### src/rtl/router_rx_bs_z.sv
// router_rx_bs_z: 3-bit serial frame receiver with a one-word WISHBONE-readable holding buffer
module router_rx_bs_z #(
    parameter int SYNC_STAGES  = 2,
    parameter int SAMPLE_PHASE = 2
) (
    input  logic         clk_i,
    input  logic         rst_i,
    input  logic         cyc_i,
    input  logic         stb_i,
    input  logic         we_i,
    input  logic         cs_i,
    output logic         ack_o,
    output logic [127:0] dat_o,
    input  logic [2:0]   rxd,
    output logic         cts,
    output logic         full,
    output logic         frame_err,
    output logic         overrun
);
    typedef enum logic [1:0] {IDLE, START, DATA, STOP} state_t;
    state_t state, state_n;
    logic [SYNC_STAGES-1:0][2:0] sync;
    logic [2:0] rxs;
    logic [1:0] ph;
    logic [5:0] gc;
    logic [128:0] sr;
    logic samp, eval, good, load, req, req_q, rd_ev;

    assign ack_o = cyc_i & stb_i & cs_i;
    assign req   = ack_o & ~we_i;
    assign cts   = ~full;
    assign rxs   = sync[SYNC_STAGES-1];
    assign samp  = ph == 2'(SAMPLE_PHASE);
    assign good  = sr[128] && rxs == 3'b111;
    assign load  = eval && good && (!full || rd_ev);

    always_ff @(posedge clk_i) begin
        if (rst_i) begin
            sync <= '1;
        end else begin
            sync[0] <= rxd;
            for (int i = 1; i < SYNC_STAGES; i++) sync[i] <= sync[i-1];
        end
    end

    always_ff @(posedge clk_i) state <= rst_i ? IDLE : state_n;

    always_comb begin
        state_n = state;
        eval    = 1'b0;
        case (state)
            IDLE:  state_n = rxs == 3'b000 ? START : IDLE;
            START: state_n = samp && rxs != 3'b000 ? IDLE : ph == 2'd3 ? DATA : START;
            DATA:  state_n = samp && gc == 6'd43 ? STOP : DATA;
            STOP: begin
                eval    = samp && gc == 6'd44;
                state_n = eval ? IDLE : STOP;
            end
            default: state_n = IDLE;
        endcase
    end

    // ph/gc track the 4-cycle group timing; a new frame starts from ph=1 on the cycle after the start edge
    always_ff @(posedge clk_i) begin
        if (rst_i || state_n == IDLE) begin
            ph <= 2'd0;
            gc <= 6'd0;
        end else begin
            ph <= ph + 2'd1;
            if (ph == 2'd3) gc <= gc + 6'd1;
        end
    end

    always_ff @(posedge clk_i) if (state == DATA && samp) sr <= {rxs, sr[128:3]};

    // a read edge clears first, so a concurrent set of a flag wins and a good frame can reload
    always_ff @(posedge clk_i) begin
        if (rst_i) begin
            req_q     <= 1'b0;
            rd_ev     <= 1'b0;
            full      <= 1'b0;
            dat_o     <= '0;
            frame_err <= 1'b0;
            overrun   <= 1'b0;
        end else begin
            req_q     <= req;
            rd_ev     <= req & ~req_q;
            full      <= load ? 1'b1 : rd_ev ? 1'b0 : full;
            dat_o     <= load ? sr[127:0] : dat_o;
            frame_err <= eval && !good ? 1'b1 : rd_ev ? 1'b0 : frame_err;
            overrun   <= eval && good && full && !rd_ev ? 1'b1 : rd_ev ? 1'b0 : overrun;
        end
    end
endmodule

### config.mk
export PLATFORM = sky130hd
export DESIGN_NAME = router_rx_bs_z
export DESIGN_NICKNAME = d
export VERILOG_FILES = /design/src/rtl/router_rx_bs_z.sv
export SDC_FILE = /design/constraint.sdc
export NUM_CORES = 1
export LEC_CHECK = 0
export BUFFER_PORTS_ARGS = -buffer_cell sky130_fd_sc_hd__buf_4
export CAP_MARGIN = 20
export CORE_ASPECT_RATIO = 0.75
export CORE_UTILIZATION = 45
export DETAILED_ROUTE_END_ITERATION = 6
export PLACE_DENSITY = 0.66
export REMOVE_ABC_BUFFERS = 1
export SLEW_MARGIN = 20
export SYNTH_ARGS = -nofsm -noshare
export SYNTH_HDL_FRONTEND = slang
export SYNTH_SLANG_ARGS = --single-unit
export TNS_END_PERCENT = 100
### constraint.sdc
create_clock -name clk_i -period 4.2 [get_ports clk_i]
set_input_delay 0.63 -clock clk_i [delete_from_list [all_inputs] [get_ports clk_i]]
set_output_delay 0.63 -clock clk_i [all_outputs]
set_load 0.02 [all_outputs]
==> results of run 1 <==
[metrics by stage]
stage                     std cells  hold WS (ps)
after floorplan                 733           374
after global placement         1167           390
after detailed placement       1167           389
after CTS                      1219           257
after global routing           1219           265
final                          1219           282
[placed cells by master (no fill, tap or decap), types with 2 or more instances in the layout]
cell type,instances
clkbuf_8,7
a31oi_1,2
mux2i_1,129
inv_8,2
nand3_1,3
ha_1,5
clkbuf_16,29
nand4_1,3
xor2_1,3
clkinv_2,3
or2_2,7
dfxtp_1,149
clkbuf_1,10
edfxtp_1,129
inv_1,9
buf_12,3
buf_4,143
xnor2_1,2
o211a_1,2
nand2_1,264
nor3b_1,4
nor2_1,6
[power breakdown]
group | internal, mW | switching (mW) | leakage [nW] | total, mW
combinational | 0.0167 | 0.0478 | 1.61 | 0.0645
clock | 1.46 | 0.990 | 0.456 | 2.45
sequential | 2.81 | 0.00104 | 2.36 | 2.81
total | 4.29 | 1.04 | 4.42 | 5.32
[cell families (layout without fill, tap and decap cells)]
family / after synthesis / after routing / share of synthesized area [%]
xor gates and xnor gates: 5 / 5 / 0.440
muxes: 129 / 129 / 13.0
buffers and inverters: 53 / 208 / 4.20
DFF: 278 / 278 / 68.9
AOI/OAI and AO/OA: 11 / 11 / 0.956
and+or+nand+nor: 295 / 295 / 11.9
adders and majority gates: 5 / 5 / 0.629
[synthesized netlist by cell type (2+ instances only)]
master and instances:
nor2_1 6, a31oi_1 2, ha_1 5, nand2_1 264
nor3b_1 4, xnor2_1 2, dfxtp_1 149, edfxtp_1 129
o211a_1 2, xor2_1 3, mux2i_1 129, inv_1 9
buf_12 13, or2_2 7, clkbuf_1 29, nand3_1 3
nand4_1 3
[flip-flops by register name, indices dropped and copies added (netlist names), 2 cells and up]
| signal | flops |
|---|---|
| sr | 129 |
| dat_o | 128 |
| gc | 6 |
| rxs | 3 |
| sync | 3 |
| ph | 2 |
| state | 2 |
[worst min path at each step]
| stage | startpoint | end | slack [ps] |
|---|---|---|---|
| final | we_i | req_q | 280 |
| after global routing | we_i | rd_ev | 270 |
| after CTS | we_i | req_q | 260 |
| after detailed placement | req_q | rd_ev | 390 |
| after global placement | req_q | rd_ev | 390 |
| after floorplan | req_q | rd_ev | 370 |
[area by class of cell]
type / instances / area, um2
fill: 1807 / 9420
tap: 288 / 360
clock inverter: 6 / 62.6
sequential: 278 / 6860
timing repair buffer: 146 / 1130
inverter: 10 / 45.0
clock buffer: 46 / 860
multi-input combinational: 445 / 2680
[metal layers]
| layer | up-vias | wire length, um |
|---|---|---|
| met3 | 30 | 809 |
| li1 | 2896 | - |
| met5 | - | 0 |
| met2 | 144 | 7220 |
| met4 | 0 | 371 |
| met1 | 2746 | 9050 |
==> summary.txt, run 1 <==
Outcome
  • Status: finished clean

Finish
  • Area Overhead vs Synth: 20.6%
  • Layout cell share with drive strength beyond 1: 21.4%
  • Antenna Cells: 0
  • NumNets Final: 923
  • Final Core Density: 56.0%
  • Post-Layout Inst Area: 12000 um2

Placement
  • Placed cell areas: 11100 um2
  • DP Wirelength: 10.1 mm
  • RePlAce Congestion: 0.779
  • Pre-CTS WS: 1490 ps
  • PortBufs: 141

Clock network
  • CTS Buf Count: 28
  • Clock slew at reported path FFs: 60 ps
  • Cts hold-fix bufs: 0
  • Setup bufs post-CTS: 0
  • Clock Latency Late Sink: 530 ps
  • CTS root buffer: clkbuf_16
  • Resized Gates After CTS: 0
  • TritonCTS clock tree: yes
  • CTS H-tree depth: 1
  • CTS sink count: 278
  • Max Buffers Root-to-Sink: 3

Die
  • Die Y-Extent: 131 um
  • Die area: 22700 um2
  • Rows: 46
  • Initial core utilization: 46.5%
  • Die width: 174 um
  • Core region area: 21400 um2
  • # IOs: 142

Setup path
  • WS Path Type: flip-flop to flip-flop
  • Worst r2r path cells: 7
  • Setup crit end: dat_o[98]
  • Worst path cell trace: inv_1 > ha_1 > nand4b_1 > or4_4 > a21oi_4 > buf_4 > mux2i_1
  • Crit-path leading delay family: simple AND/OR/NAND/NOR gates
  • CP Max Fanout: 29
  • Startpoint Class: flip-flop
  • R2r endpoint: dat_o[98]
  • Worst EP arrival: 3230 ps
  • CP peak stage delay: 600 ps
  • Reg2reg setup slack: 1420 ps
  • CP endpoint kind: flip-flop
  • WP depth: 7
  • FF-to-FF Start: ph[0]
  • Worst setup path startpoint: ph[0]
  • Critical Path RT: 4650 ps
  • Buf+Inv Stages, Crit Path: 2
  • Crit-path slowest cell: or4_4

Power
  • Pleak: 4.42 nW
  • Total power: 5.32 mW
  • Max rail drop VDD: 229 uV
  • Pwr dens: 444 nW/um2

Detailed routing
  • DRT iter0 DRCs: 450
  • DRC: 0
  • Vias: 5816
  • Routed vias/inst: 4.77
  • Final ANT Viol Nets: 0
  • Total wire length: 17.5 mm
  • DR WL/cell: 14.3 um
  • Initial DRT Pass Iterations: 4

STA
  • Final worst setup slack: 1420 ps
  • Worst slew margin: 29.0%
  • Max Slew Vio Count: 0
  • Fin. Hold Viols: 0
  • # setup viols final: 0
  • RSZ-0062 raised after global routing: no
  • Clk_skew: 17.7 ps
  • Min Tclk post-route: 2780 ps
  • Max Fclk: 0.360 GHz
  • Worst Max-Slew Pin Slew: 1060 ps
  • Final worst path period share: 66.2%
  • Total negative slack: 0 ps

GRT
  • Busiest grt layer: met1
  • GRT met1 Usage: 22.6%
  • GRT overflow: 0
  • GRT Total Usage: 14.9%
  • Largest net degree at the start of global routing: 187
  • Antenna violations before repair: 0
  • Met2 usage: 21.7%
  • Vias in the first global route: 5348
  • First-pass GRT wire length: 27.5 mm
  • M3 GR Usage: 2.86%

Run
  • MaxCap Viol Count: 0

Synthesis
  • Asr flop ratio synth: 0%
  • Register area share after synthesis: 68.9%
  • Post-synth top flop: dfxtp_1
  • Yosys reg bits: 278
  • Ys Warns: 0
  • Synth area leaders: edfxtp_1 (39%), dfxtp_1 (30%), mux2i_1 (13%)
  • Synthesized area per cell: 12.8 um2
  • EDFF count, synth: 129
  • Top-area cell type share of the netlist area: 38.9%
  • Distinct cells, synth: 34
  • Mapped Area: 9950 um2
  • Synth Instances: 776
  • Yosys top cell by area: edfxtp_1

Worst hold path
  • Hold Crit Class: input pin to flip-flop
  • Cell depth of the worst hold path: 2
No activity file was read; power rests on OpenSTA's default activity.
==> run 2: changes to the inputs <==
clock period = 2.35 ns   (was 4.2 ns; I/O delays follow)
==> summary.txt, run 2 (synthesized netlist as in run 1, its figures left out) <==
Die
  • Core region area: 21400 um2
  • Die Y-Extent: 131 um
  • Initial core utilization: 46.5%
  • # IOs: 142
  • Die width: 174 um
  • Rows: 46
  • Die area: 22700 um2

STA
  • # setup viols final: 0
  • Worst slew margin: 55.0%
  • Hold WS: 22.9 ps
  • Max Slew Vio Count: 0
  • Final worst path period share: 95.0%
  • Min Tclk post-route: 2230 ps
  • Final worst setup slack: 118 ps
  • Fin. Hold Viols: 0
  • Clk_skew: 7.69 ps
  • Worst Max-Slew Pin Slew: 672 ps
  • Max Fclk: 0.448 GHz
  • RSZ-0062 raised after global routing: no
  • Total negative slack: 0 ps

Detailed routing
  • Met2 wire length: 7.31 mm
  • Routed vias/inst: 4.78
  • Met1 wire length: 9.37 mm
  • Final ANT Viol Nets: 0
  • Vias: 5882
  • DRT iter0 DRCs: 428
  • Total wire length: 18.1 mm
  • DR WL/cell: 14.7 um
  • DRC: 0
  • Met3 routed WL: 1.08 mm
  • Top sig layer: met4
  • Initial DRT Pass Iterations: 6

Setup path
  • Worst EP arrival: 2660 ps
  • R2r endpoint: dat_o[26]
  • Worst path cell trace: inv_1 > ha_1 > nand4b_1 > or4_4 > a21oi_4 > buf_12 > mux2i_1
  • Worst r2r path cells: 7
  • Startpoint Class: flip-flop
  • Critical Path RT: 2770 ps
  • WS Path Type: flip-flop to flip-flop
  • CP peak stage delay: 550 ps
  • CP endpoint kind: flip-flop
  • Crit-path leading delay family: simple AND/OR/NAND/NOR gates
  • Crit-path slowest cell: or4_4
  • FF-to-FF Start: ph[0]
  • Buf+Inv Stages, Crit Path: 2
  • Reg2reg setup slack: 120 ps
  • CP Max Fanout: 39

Finish
  • Most common cell after layout, fill and taps aside: nand2_1
  • Post-Layout Inst Area: 12100 um2
  • Antenna Cells: 0
  • Area Overhead vs Synth: 21.8%
  • Fill cells: 1813
  • Highest-count cells in the layout ignoring fill and taps: nand2_1 (264), dfxtp_1 (149), buf_4 (148)
  • NumNets Final: 937
  • Max reg flops: 129
  • Top flop regs: sr x129, dat_o x128, gc x6
  • Top reg by flops: sr
  • Layout cell share with drive strength beyond 1: 21.6%

Clock network
  • TritonCTS clock tree: yes
  • CTS H-tree depth: 1
  • CTS sink count: 278
  • Max Buffers Root-to-Sink: 3
  • Clock slew at reported path FFs: 60 ps
  • Clock Latency Late Sink: 520 ps
  • CTS root buffer: clkbuf_16
  • CTS Buf Count: 27

Placement
  • RePlAce Congestion: 0.778
  • Placed cell areas: 11200 um2
  • PortBufs: 141
  • Pre-CTS WS: 87.2 ps
  • DP Wirelength: 11.0 mm

GRT
  • First-pass GRT wire length: 28.4 mm
  • GRT overflow: 0
  • Antenna violations before repair: 0
  • Vias in the first global route: 5475
  • Largest net degree at the start of global routing: 84
  • GRT Total Usage: 15.4%

Power
  • Pwr dens: 761 nW/um2
  • Max rail drop VDD: 463 uV
  • Total power: 9.22 mW
  • Pleak: 4.47 nW

Worst hold path
  • WHS Endpoint: sync[2]
  • Cell depth of the worst hold path: 2
  • Hold Path Origin: rxd[2]
  • Hold Crit Class: input pin to flip-flop

Run
  • MaxCap Viol Count: 0

Outcome
  • Status: finished clean
-- run 2: worst max path at each step --
stage	from	endpoint	slack, ps	cells past startpoint
floorplan	rst_i	gc[1]	-3170	4
global placement	ph[0]	dat_o[18]	170	8
detailed placement	ph[0]	dat_o[40]	90	8
CTS	ph[0]	dat_o[40]	60	8
global route	ph[0]	dat_o[80]	3	8
finish	ph[0]	dat_o[26]	120	7
-- run 2: cell type report --
type	count	area (um2)	area share (%)
multi-input cells	445	2680	22.1
repair buffers	161	1350	11.1
clock buffers	42	772	6.37
inverters	10	45.0	0.372
flip-flops and latches	278	6860	56.6
clock inverters	7	53.8	0.444
well taps	288	360	2.97
-- run 2: per-stage QoR --
stage,utilization (%),cells
floorplan,-,733
global placement,52.3,1175
detailed placement,52.3,1175
CTS,56.3,1226
global route,56.6,1231
finish,56.6,1231
-- run 2: layer usage --
metal	vias up	track usage, %
li1	2929	-
met1	2780	23.2
met2	143	22.6
met3	30	3.15
met4	0	4.18
met5	-	0
-- run 2: power by group --
part           internal [mW]  switching, mW
registers               5.02        0.00205
clock network           2.35           1.72
logic                 0.0381         0.0897
-- run 2: what timing repair did --
item,CTS,global route
hold endpoints to repair,3,0
endpoints found under the setup margin,0,114
buffers inserted,0,4
hold buffers,2,0
resized for setup,0,2
